==> src/rtl/his_peak_reader.sv <==
// his_peak_reader: scans streamed CH/FH histogram frames and registers the peak bin per type.
module his_peak_reader #(
    parameter int NP       = 8,
    parameter int PEAK_MAX = 8,
    parameter int NB       = 16,
    parameter int MIN_PEAK = 1
) (
    input  logic                clk,
    input  logic                res,
    input  logic [1:0]          status,
    input  logic [PEAK_MAX-1:0] bin_counts,
    input  logic [NP-1:0]       addr,
    output logic [NP-1:0]       peak_ch,
    output logic [PEAK_MAX-1:0] peak_ch_cnt,
    output logic [NP-1:0]       peak_fh,
    output logic [PEAK_MAX-1:0] peak_fh_cnt,
    output logic                ch_valid,
    output logic                fh_valid,
    output logic                seq_err,
    output logic                busy
);
    typedef enum logic [1:0] {IDLE, SCAN_CH, SCAN_FH} state_t;

    localparam logic [PEAK_MAX-1:0] MIN_P = PEAK_MAX'(MIN_PEAK);
    localparam logic [NP:0]         NB_L  = (NP+1)'(NB);

    state_t              state_q, state_d;
    logic [PEAK_MAX-1:0] run_max_q, run_max_d, peak_ch_cnt_q, peak_ch_cnt_d, peak_fh_cnt_q, peak_fh_cnt_d;
    logic [NP-1:0]       run_idx_q, run_idx_d, exp_q, exp_d, peak_ch_q, peak_ch_d, peak_fh_q, peak_fh_d;
    logic                ch_valid_q, ch_valid_d, fh_valid_q, fh_valid_d, seq_err_q, seq_err_d;

    logic                code_ch, code_fh, active, start, scan, addr_ok, upd, done_ch, done_fh, found;
    logic [NP-1:0]       exp_now, base_idx;
    logic [PEAK_MAX-1:0] base_max;

    always_comb begin
        code_ch   = status == 2'b01;
        code_fh   = status == 2'b10;
        active    = (state_q == SCAN_CH && code_ch) || (state_q == SCAN_FH && code_fh);
        // a new frame starts from IDLE or directly when the other type's code appears
        start     = !active && (code_ch || code_fh);
        scan      = active || start;
        exp_now   = start ? NP'(1) : exp_q;
        base_max  = start ? '0 : run_max_q;
        base_idx  = start ? '0 : run_idx_q;
        addr_ok   = addr == exp_now && addr != '0 && {1'b0, addr} <= NB_L;
        upd       = scan && addr_ok && bin_counts > base_max;
        run_max_d = upd ? bin_counts : (scan ? base_max : '0);
        run_idx_d = upd ? addr : (scan ? base_idx : '0);
        exp_d     = scan ? addr + NP'(1) : exp_q;
        seq_err_d = seq_err_q || (scan && !addr_ok) || status == 2'b11;
        done_ch   = state_q == SCAN_CH && !active;
        done_fh   = state_q == SCAN_FH && !active;
        found     = run_max_q >= MIN_P;
        peak_ch_d     = done_ch ? (found ? run_idx_q : '0) : peak_ch_q;
        peak_ch_cnt_d = done_ch ? (found ? run_max_q : '0) : peak_ch_cnt_q;
        peak_fh_d     = done_fh ? (found ? run_idx_q : '0) : peak_fh_q;
        peak_fh_cnt_d = done_fh ? (found ? run_max_q : '0) : peak_fh_cnt_q;
        ch_valid_d    = done_ch;
        fh_valid_d    = done_fh;
        state_d       = code_ch ? SCAN_CH : code_fh ? SCAN_FH : IDLE;
    end

    always_ff @(posedge clk) begin
        if (res) begin
            state_q       <= IDLE;
            run_max_q     <= '0;
            run_idx_q     <= '0;
            exp_q         <= '0;
            peak_ch_q     <= '0;
            peak_ch_cnt_q <= '0;
            peak_fh_q     <= '0;
            peak_fh_cnt_q <= '0;
            ch_valid_q    <= 1'b0;
            fh_valid_q    <= 1'b0;
            seq_err_q     <= 1'b0;
        end else begin
            state_q       <= state_d;
            run_max_q     <= run_max_d;
            run_idx_q     <= run_idx_d;
            exp_q         <= exp_d;
            peak_ch_q     <= peak_ch_d;
            peak_ch_cnt_q <= peak_ch_cnt_d;
            peak_fh_q     <= peak_fh_d;
            peak_fh_cnt_q <= peak_fh_cnt_d;
            ch_valid_q    <= ch_valid_d;
            fh_valid_q    <= fh_valid_d;
            seq_err_q     <= seq_err_d;
        end
    end

    assign peak_ch     = peak_ch_q;
    assign peak_ch_cnt = peak_ch_cnt_q;
    assign peak_fh     = peak_fh_q;
    assign peak_fh_cnt = peak_fh_cnt_q;
    assign ch_valid    = ch_valid_q;
    assign fh_valid    = fh_valid_q;
    assign seq_err     = seq_err_q;
    assign busy        = state_q != IDLE;
endmodule

==> config.mk <==
export PLATFORM = sky130hd
export DESIGN_NAME = his_peak_reader
export DESIGN_NICKNAME = d
export VERILOG_FILES = /design/src/rtl/his_peak_reader.sv
export SDC_FILE = /design/constraint.sdc
export NUM_CORES = 1
export LEC_CHECK = 0
export CAP_MARGIN = 20
export CORE_MARGIN = 8
export CORE_UTILIZATION = 46
export DETAILED_ROUTE_END_ITERATION = 7
export GPL_ROUTABILITY_DRIVEN = 0
export PLACE_DENSITY = 0.76
export RECOVER_POWER = 25
export REMOVE_ABC_BUFFERS = 1
export SYNTH_ARGS = -nofsm -noshare
export SYNTH_HDL_FRONTEND = slang
export SYNTH_SLANG_ARGS = --single-unit
==> constraint.sdc <==
create_clock -name clk -period 2.9 [get_ports clk]
set_clock_uncertainty 0.2 [all_clocks]
set_input_delay 0.58 -clock clk [delete_from_list [all_inputs] [get_ports clk]]
set_output_delay 0.58 -clock clk [all_outputs]
set_load 0.1 [all_outputs]
Yosys cells after proc, flatten, opt, wreduce, memory -nomap -nowiden

Index checks and enable logic that the tools add are counted.

Shift operators: 0
Div/mod/pow operators: 0
Magnitude comparators: 3
Bitwise gates (word level): 0
Reduce and logical (&&, ||, !) cells: 20
Equality and inequality tests: 7
Add/sub/neg operators: 1
Multiplexer cells: 11
$mul: 0

Operator list:

| operator                                                                | count |
|---|---|
| 8-bit 2-to-1 mux                                                        | 9 |
| 1-bit logical AND                                                       | 10 |
| 8-bit by 1-bit adder with 8-bit output, second input constant           | 1 |
| 8-bit == test                                                           | 1 |
| 8-bit by 1-bit >= comparator with 1-bit output, second input constant   | 1 |
| 8-bit greater-than comparator                                           | 1 |
| 8-bit by 5-bit <= comparator with 1-bit output, second input constant   | 1 |
| 8-bit nonzero test                                                      | 1 |
| 2-bit == test, second input constant                                    | 3 |
| 1-bit logical OR                                                        | 5 |
| 2-bit by 1-bit == test with 1-bit output, second input constant         | 2 |
| 3-bit by 2-bit inequality test with 1-bit output, second input constant | 1 |
| 1-bit zero test                                                         | 2 |
| 2-bit 2-to-1 mux                                                        | 1 |
| 2-bit nonzero test                                                      | 1 |
| 2-bit OR reduction                                                      | 1 |
| 1-bit 2-to-1 mux                                                        | 1 |

Memories: 0
ROM bits: 0
RAM bits: 0
Register bits: 61
Logic and storage cells: 54
Input port bits: 20
Latch bits: 0

Longest topological paths before layout

Gate-level depths: netlist (run 1).

Depth after elaboration: 13
Depth in mapped cells: 14

Least setup slack after synthesis (run 1)

No wires, ideal clock.

Path kind: input-to-reg
From: in status[0]
To: reg run_idx_q[0]
Path buffers: 2
Arrival time: 2632 ps
Stages: 13
Slack: -4 ps
Path through: inv_1 ha_1 nand3b_1 buf_2 nand2_1 ha_1 o21ai_0 a21oi_1 o21ba_2 o221a_2 nand3_4 buf_6 mux2i_1

Word-level cells in the longest chain between the ends: 12
Elaborated cells between the ends (all ways): 20

Ends and longest elaborated chain:

| item                                                                                   | RTL line | text |
|---|---|---|
| from (decl)                                                                            | 10       | `input logic [1:0] status,` |
| parallel branches: the longest is 12 deep, another holds 8-bit greater-than comparator | --       |  |
| to (signal assigned)                                                                   | 80       | `run_idx_q <= run_idx_d;` |
| to (decl)                                                                              | 29       | `logic [NP-1:0] run_idx_q, run_idx_d, exp_q, exp_d, peak_ch_q, peak_ch_d, peak_fh_q, peak_fh_d;` |

Several ways; the timed one is not identified.
A chain may end at the register's enable or synchronous reset.

Worst setup path in the final report (run 1)

From: in status[0]
To: reg run_idx_q[6]

The elaborated chain is that of the path after synthesis.

==> reports/results.txt, run 1 <==
status -> completed
final hold viol count -> 0
Tot GR Track Use -> 0.1642
VDD IR max -> 0.2368 mV
synthesized cell area -> 0.002766 sq mm
IO Count -> 56
largest net degree at the start of global routing -> 29
EDFF count, synth -> 0
remaining global-route overflow -> 0
slew margin rel. -> 0.2096
worst path required time -> 2.94 ns
Tcrit/Tclk final -> 0.9586
I/O Buffers -> 55
hold_buf cts -> 0
# H-tree levels -> 3
max incr delay on CP -> 0.31 ns
Netlist cell types -> 37
maximum fanout along the worst path -> 7
Gate Count Post-Synth -> 327
Synth async-reset ratio -> 0
dpl hpwl -> 4923 um
worst path cell trace -> clkbuf_2 -> inv_2 -> ha_4 -> nand3b_1 -> and2_1 -> ha_1 -> nand2b_1 -> a21oi_1 -> o21ba_4 -> o221a_4 -> nand3_4 -> buf_4 -> and3_1
Area after DPL -> 0.003393 sq mm
Seq/Total Area, Yosys -> 0.4414
Commonest cells post-synth -> nand2_1, dfxtp_1, a21oi_1, nand3_1, nor2_1
first-pass GRT wire length -> 11,540 um
area grow syn2layout -> 29.90%
Synth top area share -> 0.4414
WL/cell -> 14.53 um
Hold Path Class -> flop to flop
crit path kind -> primary input to flop
vias -> 2,472
Worst-Skew Late Latency -> 0.34 ns
Reg power frac -> 0.473
CP max-delay cell -> nand3b_1
leading post-synthesis cells by cell area -> dfxtp_1, nand2_1, a21oi_1, ha_1, mux2i_1
CP Capture Type -> flop
Post-synth top flop -> dfxtp_1
cell accounting for the most synthesized area -> dfxtp_1
setup_tns -> 0 ns
Int Pwr -> 0.001365 W
vias in the first global route -> 2,429
core area -> 0.005851 sq mm
Routed Antenna Nets -> 0
Synth Warn # -> 0
Filler cells -> 540
#FFs+latches synth -> 61
Tmin final -> 2.780 ns
clock buffer count from CTS -> 9
Max-Cap Viols -> 0
Worst setup SP type -> primary input
initial antenna violation count -> 0
Slew Limit Fails -> 0
Die H -> 93.55 um
n_diodes -> 0
routed wire length -> 6947 um
CTS Sinks -> 61
pre-CTS setup slack -> -0.7007 ns
CTS tree -> done
layout cells sized above 1 -> 0.1762
clock share of power -> 0.408
design area -> 0.003593 sq mm
Initial Util -> 0.4728
final worst slack -> 0.1201 ns
Psw -> 0.0004613 W
Final Core Density -> 0.6142
drt drc -> 0
most common cell in the netlist -> nand2_1
critical path data arrival time -> 2.82 ns
Std-Cell Rows -> 28
pwr/cell area -> 508.3 mW/mm^2
Clock Root Buffer -> clkbuf_8
Via density -> 5.172
static leakage -> 1.444 nW
max frequency -> 0.3597 GHz
Die W -> 93.55 um
die area -> 0.008752 sq mm
setup violators final -> 0
sw frac -> 0.2526
Worst-path clk slew -> 0.07 ns
CTS max path bufs -> 2
first-iteration detailed-routing DRC count -> 85
TritonRoute pass-1 iters -> 4
fin nets -> 431
syn_area_per_cell -> 8.460 sq um
Power, Total -> 0.001827 W
part of the power in combinational logic -> 0.118
Slew @ Worst Pin -> 1.191 ns
## per-layer routing
layer,vias up,part of all wire,global-route usage,wire length (um)
met3,14,0.065,0.04167,451
met2,63,0.49,0.2761,3405
met1,1138,0.43,0.1887,2955
met4,0,0.019,0.08322,135
li1,1257,-,-,-
met5,-,0,0,0
## cell type report
| type | count | area (sq um) | share of cell area |
|---|---|---|---|
| Clock buffer | 12 | 145.1 | 0.04039 |
| Clock inverter | 4 | 47.55 | 0.01323 |
| Inverter | 8 | 30.03 | 0.008357 |
| Multi-Input combinational cell | 241 | 1513 | 0.4210 |
| Sequential cell | 61 | 1221 | 0.3398 |
| Tap cell | 75 | 93.84 | 0.02611 |
| Timing Repair Buffer | 77 | 543.0 | 0.1511 |
## path summary, 6_finish.rpt
path               from      endpoint  slack (ns)  cells after the start
max           status[0]  run_idx_q[6]        0.12                     13
min          peak_ch[5]    peak_ch[5]        0.25                      2
max reg2reg  state_q[1]  run_idx_q[6]        0.23                     11
min reg2reg  peak_ch[5]    peak_ch[5]        0.25                      2
## what timing repair did
item | 4_1_cts | 5_1_grt
endpoints found under the setup margin | 16 | 16
buffers inserted | 3 | 2
pin swaps | 1 | 6
resized for setup | 9 | 12
## power groups by stage
stage	Combinational [W]	Clock, W	Sequential, W
2_1_floorplan	0.0000981	0	0.000894
3_3_place_gp	0.000196	0	0.000883
3_5_place_dp	0.000201	0	0.000884
4_1_cts	0.000209	0.000755	0.000865
5_1_grt	0.000238	0.000796	0.000866
6_report	0.000216	0.000746	0.000865
## metrics by stage
stage               hold slack [ns]  std cells
floorplan                    0.2462        310
global placement             0.2447        457
detailed placement           0.2466        457
CTS                          0.2558        476
global route                 0.2723        478
finish                       0.2532        478
## cell families (layout without fill, tap and decap cells)
group | after synthesis | count (layout) | share of synthesized area
AOI/OAI and AO/OA | 52 | 52 | 0.1167
muxes | 16 | 16 | 0.05789
buffers and inverters | 25 | 101 | 0.03708
xor gates and xnor gates | 8 | 8 | 0.02533
DFF | 61 | 61 | 0.4414
and+or+nand+nor | 152 | 152 | 0.2628
adders and majority gates | 13 | 13 | 0.05880
## registers in the layout (all words and copies together) (netlist names)
register	flops
peak_fh	8
ch_valid	1
exp_q	8
peak_fh_cnt	8
state_q	2
seq_err	1
run_idx_q	8
run_max_q	8
fh_valid	1
peak_ch_cnt	8
peak_ch	8
## critical path: cells and delay by family
family / cells / cell delay (ns)
adders and majority gates: 2 / 0.40
AOI/OAI and AO/OA: 3 / 0.53
buffers and inverters: 3 / 0.34
and+or+nand+nor: 5 / 0.97
## cell usage in the layout, fill, tap and decap left out, drive strengths merged, types with 4 or more instances in the layout
| master | instances |
|---|---|
| a211oi | 7 |
| a21oi | 35 |
| and3 | 4 |
| buf | 36 |
| clkbuf | 37 |
| clkdlybuf4s50 | 16 |
| dfxtp | 61 |
| ha | 13 |
| inv | 8 |
| mux2i | 16 |
| nand2 | 72 |
| nand2b | 16 |
| nand3 | 20 |
| nor2 | 18 |
| nor3 | 5 |
| xnor2 | 5 |
Note: power is estimated with default switching activity, not from simulation.
==> run 2: changes to the inputs <==
Settings changed: SKIP_CTS_REPAIR_TIMING set to 1.
==> run 2 against run 1 <==
  * Die area unchanged
  * Power fell by 0.42%
  * Via count grew 0.24%
  * Final cell count shrank 0.21%
  * Sequential share of layout area is 0.42 points higher
  * Global-route usage decreased by 0.44 points
  * Worst hold slack better by 0.0012 ns
  * Sequential power hardly changed
  * Utilization down 0.75 points
  * Wire length shrank 1.7%
  * Critical path depth stayed put
  * Sequential cell count is the same
  * Critical path type unchanged
  * Largest cell class unchanged
  * Largest power group unchanged
==> reports/results.txt, run 2 (synthesis gave the netlist of run 1 again) <==
pwr/cell area -> 512.4 mW/mm^2
Die W -> 93.55 um
drt drc -> 0
n_diodes -> 0
Std-Cell Rows -> 28
Slew @ Worst Pin -> 1.190 ns
worst hold path depth -> 2
Hold Path Class -> flop to flop
Worst setup SP type -> primary input
Critical Path Stages -> 13
setup_tns -> 0 ns
pre-CTS setup slack -> -0.7007 ns
worst path cell trace -> dlymetal6s2s_1 -> ha_2 -> nand3b_1 -> buf_4 -> buf_6 -> nand2_1 -> ha_1 -> nand4_1 -> o21ba_2 -> o221a_2 -> nand3_4 -> buf_12 -> mux2i_1
vias -> 2,478
Final Core Density -> 0.6067
Die H -> 93.55 um
max frequency -> 0.3636 GHz
Slew Limit Fails -> 0
# H-tree levels -> 3
max incr delay on CP -> 0.35 ns
layout cells sized above 1 -> 0.1592
most frequent cells in the layout -> nand2_1, dfxtp_1, a21oi_1
Multi-input gate area -> 0.001468 sq mm
Via density -> 5.195
first-iteration detailed-routing DRC count -> 132
unrepaired setup endpoints after global routing -> no
maximum fanout along the worst path -> 8
CTS tree -> done
IO Count -> 56
static leakage -> 1.448 nW
sw frac -> 0.2498
Clock Root Buffer -> clkbuf_8
final worst slack -> 0.1498 ns
Seq. cell area -> 0.001221 sq mm
Tcrit/Tclk final -> 0.9484
Int Pwr -> 0.001364 W
Initial Util -> 0.4728
dpl hpwl -> 4923 um
VDD IR max -> 0.3239 mV
Worst-path clk slew -> 0.07 ns
Worst-Skew Late Latency -> 0.34 ns
CTS Sinks -> 61
CP max-delay cell -> ha_2
core area -> 0.005851 sq mm
Finished Layout Cells -> 477
DP Cell Count -> 457
status -> completed
first-pass GRT wire length -> 11,320 um
initial antenna violation count -> 0
setup violators final -> 0
largest net degree at the start of global routing -> 29
Max-Cap Viols -> 0
CP Capture Type -> flop
Filler cells -> 544
part of the power in combinational logic -> 0.117
area grow syn2layout -> 28.31%
vias in the first global route -> 2,414
routed wire length -> 6830 um
remaining global-route overflow -> 0
Buf/Inv on CP -> 4
clock buffer count from CTS -> 9
die area -> 0.008752 sq mm
WL/cell -> 14.32 um
critical path data arrival time -> 2.78 ns
CTS max path bufs -> 2
worst path required time -> 2.93 ns
Tot GR Track Use -> 0.1599
Psw -> 0.0004544 W
final hold viol count -> 0
R2R cell count -> 12
slew margin rel. -> 0.2099
Tmin final -> 2.750 ns
fin nets -> 430
Reg power frac -> 0.475
clock share of power -> 0.408
TritonRoute pass-1 iters -> 4
Top Family by Delay on Critical Path -> adder cells
I/O Buffers -> 55
commonest non-fill, non-tap cell in the layout -> nand2_1
Routed Antenna Nets -> 0
crit path kind -> primary input to flop
==> run 2: cell types whose count changed in the layout (fill, tap and decap cells not counted), moves of 2 or more <==
cell,before,now
nand2_2,2,0
inv_2,2,0
nand2_1,70,72
ha_4,3,1
ha_1,9,11
inv_1,6,8
==> run 2: cell type report <==
cell class                      instances  area share
Sequential cell                        61      0.3440
Clock inverter                          4     0.01339
Tap cell                               75     0.02644
Multi-Input combinational cell        241      0.4135
Timing Repair Buffer                   76      0.1533
Clock buffer                           12     0.04089
Inverter                                8    0.008460
==> run 2: worst paths after layout <==
path / end / start / slack (ns)
setup / recovery: run_max_q[6] / status[1] / 0.15
hold / removal: peak_ch[4] / peak_ch[4] / 0.25
setup reg to reg: run_max_q[6] / state_q[1] / 0.33
hold reg to reg: peak_ch[4] / peak_ch[4] / 0.25
==> run 2: through the flow <==
step	cell area, sq um	hold slack, ns	total power [W]
4_1_cts	3586	0.2558	0.001822
6_report	3550	0.2544	0.001819
5_1_grt	3550	0.2723	0.001892
2_1_floorplan	2694	0.2462	0.0009923
3_3_place_gp	3393	0.2447	0.001079
3_5_place_dp	3393	0.2466	0.001085
==> run 2: power groups by stage <==
stage / sequential (W) / clock [W] / combinational (W)
global route: 0.000866 / 0.000792 / 0.000234
CTS: 0.000865 / 0.000755 / 0.000202
detailed placement: 0.000884 / 0 / 0.000201
global placement: 0.000883 / 0 / 0.000196
floorplan: 0.000894 / 0 / 0.0000981
finish: 0.000865 / 0.000742 / 0.000212
==> run 2: layer usage <==
metal	vias up	track usage	wire, um
met5	-	0	0
met3	13	0.03846	361
li1	1258	-	-
met2	59	0.2709	3332
met4	0	0.07530	112
met1	1148	0.1853	3023
==> run 2: worst min-delay path, delay by kind of cell, from the launching register on <==
family          cells  cell delay, ns
flops               1            0.31
simple gates        1            0.05
compound gates      1            0.05
==> run 3: changes to the inputs <==
Settings changed: CORE_UTILIZATION 46 to 28, PLACE_DENSITY 0.76 to not set.
==> run 3 against run 2 <==
  * Worst hold slack better by 0.00093 ns
  * First-iteration DRC count is 17% lower
  * Combinational power hardly changed
  * Clock power is 13% higher
  * Register-to-register slack hardly changed
  * Wire length is 4.6% higher
  * Critical path depth is 1 higher
  * Non-clock buffer count is 3 higher
  * Critical endpoint is now run_idx_q[6]
==> reports/results.txt, run 3 (synthesis gave the netlist of run 1 again) <==
final hold viol count -> 0
pwr/cell area -> 520.3 mW/mm^2
final worst slack -> 0.1583 ns
Die W -> 115.4 um
CTS max path bufs -> 2
sw frac -> 0.2515
WL/cell -> 13.28 um
vias in the first global route -> 2,352
initial antenna violation count -> 0
Worst-path clk slew -> 0.07 ns
vias -> 2,434
pre-CTS setup slack -> -0.7053 ns
IO Count -> 56
VDD IR max -> 0.1697 mV
critical path data arrival time -> 2.78 ns
Slew Limit Fails -> 0
Multi-input gate area -> 0.001469 sq mm
Slew @ Worst Pin -> 1.234 ns
Via density -> 4.524
Tot GR Track Use -> 0.1110
most frequent cells in the layout -> nand2_1, dfxtp_1, buf_4
max frequency -> 0.3647 GHz
static leakage -> 1.486 nW
Reg power frac -> 0.452
largest net degree at the start of global routing -> 32
n_diodes -> 0
I/O Buffers -> 55
clock share of power -> 0.439
unrepaired setup endpoints after global routing -> no
DP Cell Count -> 519
remaining global-route overflow -> 0
Tcrit/Tclk final -> 0.9454
Worst setup SP type -> primary input
clock buffer count from CTS -> 9
worst path required time -> 2.94 ns
CTS Sinks -> 61
Filler cells -> 1,046
Int Pwr -> 0.001432 W
maximum fanout along the worst path -> 6
layout cells sized above 1 -> 0.1679
Clock Root Buffer -> clkbuf_8
Hold Path Class -> flop to flop
Tmin final -> 2.742 ns
Crit Reg-Reg Startpoint -> state_q[1]
Worst-Skew Late Latency -> 0.34 ns
Initial Util -> 0.2857
Max-Cap Viols -> 0
die area -> 0.01332 sq mm
CP Capture Type -> flop
part of the power in combinational logic -> 0.109
Seq. cell area -> 0.001221 sq mm
drt drc -> 0
routed wire length -> 7144 um
status -> completed
area grow syn2layout -> 32.93%
commonest non-fill, non-tap cell in the layout -> nand2_1
slew margin rel. -> 0.1773
TritonRoute pass-1 iters -> 4
core area -> 0.009684 sq mm
Finished Layout Cells -> 538
setup violators final -> 0
Die H -> 115.4 um
# H-tree levels -> 3
Hold Startpoint -> peak_ch_cnt[0]
Std-Cell Rows -> 36
CTS tree -> done
first-iteration detailed-routing DRC count -> 110
Psw -> 0.0004812 W
critical path launch point -> status[0]
fin nets -> 433
crit path kind -> primary input to flop
first-pass GRT wire length -> 11,480 um
Routed Antenna Nets -> 0
dpl hpwl -> 5309 um
-- run 3: per-stage QoR --
step | setup TNS (ns) | total power (W) | util | hold WS, ns | area (sq um)
detailed placement | -10.77 | 0.001090 | 0.3610 | 0.2502 | 3496
CTS | -4.522 | 0.001934 | 0.3841 | 0.2599 | 3720
finish | 0 | 0.001913 | 0.3797 | 0.2553 | 3677
global route | 0 | 0.001991 | 0.3797 | 0.2814 | 3677
floorplan | -0.4375 | 0.0009923 | - | 0.2462 | 2694
global placement | -8.950 | 0.001085 | 0.3610 | 0.2446 | 3496
-- run 3: path summary, 6_finish.rpt --
kind                          to  depth (start not counted)  slack [ns]
setup / recovery    run_idx_q[6]                         14        0.16
hold / removal    peak_ch_cnt[0]                          2        0.26
setup reg to reg    run_idx_q[6]                         12        0.33
hold reg to reg   peak_ch_cnt[0]                          2        0.26
-- run 3: routing by layer --
layer | vias up | global-route usage | part of all wire
met5 | - | 0 | 0
met4 | 0 | 0.05517 | 0.014
met3 | 8 | 0.03204 | 0.067
met2 | 69 | 0.1891 | 0.48
met1 | 1098 | 0.1236 | 0.44
li1 | 1259 | - | -
-- run 3: power groups by stage --
| stage | clock, W | sequential (W) | combinational, W |
|---|---|---|---|
| finish | 0.000840 | 0.000865 | 0.000209 |
| global route | 0.000894 | 0.000866 | 0.000230 |
| CTS | 0.000863 | 0.000865 | 0.000206 |
| detailed placement | 0 | 0.000884 | 0.000206 |
| global placement | 0 | 0.000883 | 0.000202 |
| floorplan | 0 | 0.000894 | 0.0000981 |
-- run 3: area by class of cell --
type | instances | area share
tap | 133 | 0.04525
clock inverter | 7 | 0.02722
clock buffer | 9 | 0.03368
inverter | 8 | 0.008166
sequential | 61 | 0.3321
timing repair buffer | 79 | 0.1541
multi-input combinational | 241 | 0.3995
-- run 3: worst max-delay path, stage by stage --
cell and delay [ns]:
dlymetal6s2s_1 0.13, inv_1 0.06, ha_1 0.30, nand3b_1 0.18, buf_4 0.17, and2_1 0.14, ha_1 0.18, nand2b_1 0.15
a21oi_2 0.13, o21ba_2 0.13, o221a_2 0.20, nand3_4 0.10, buf_4 0.17, and3_1 0.15
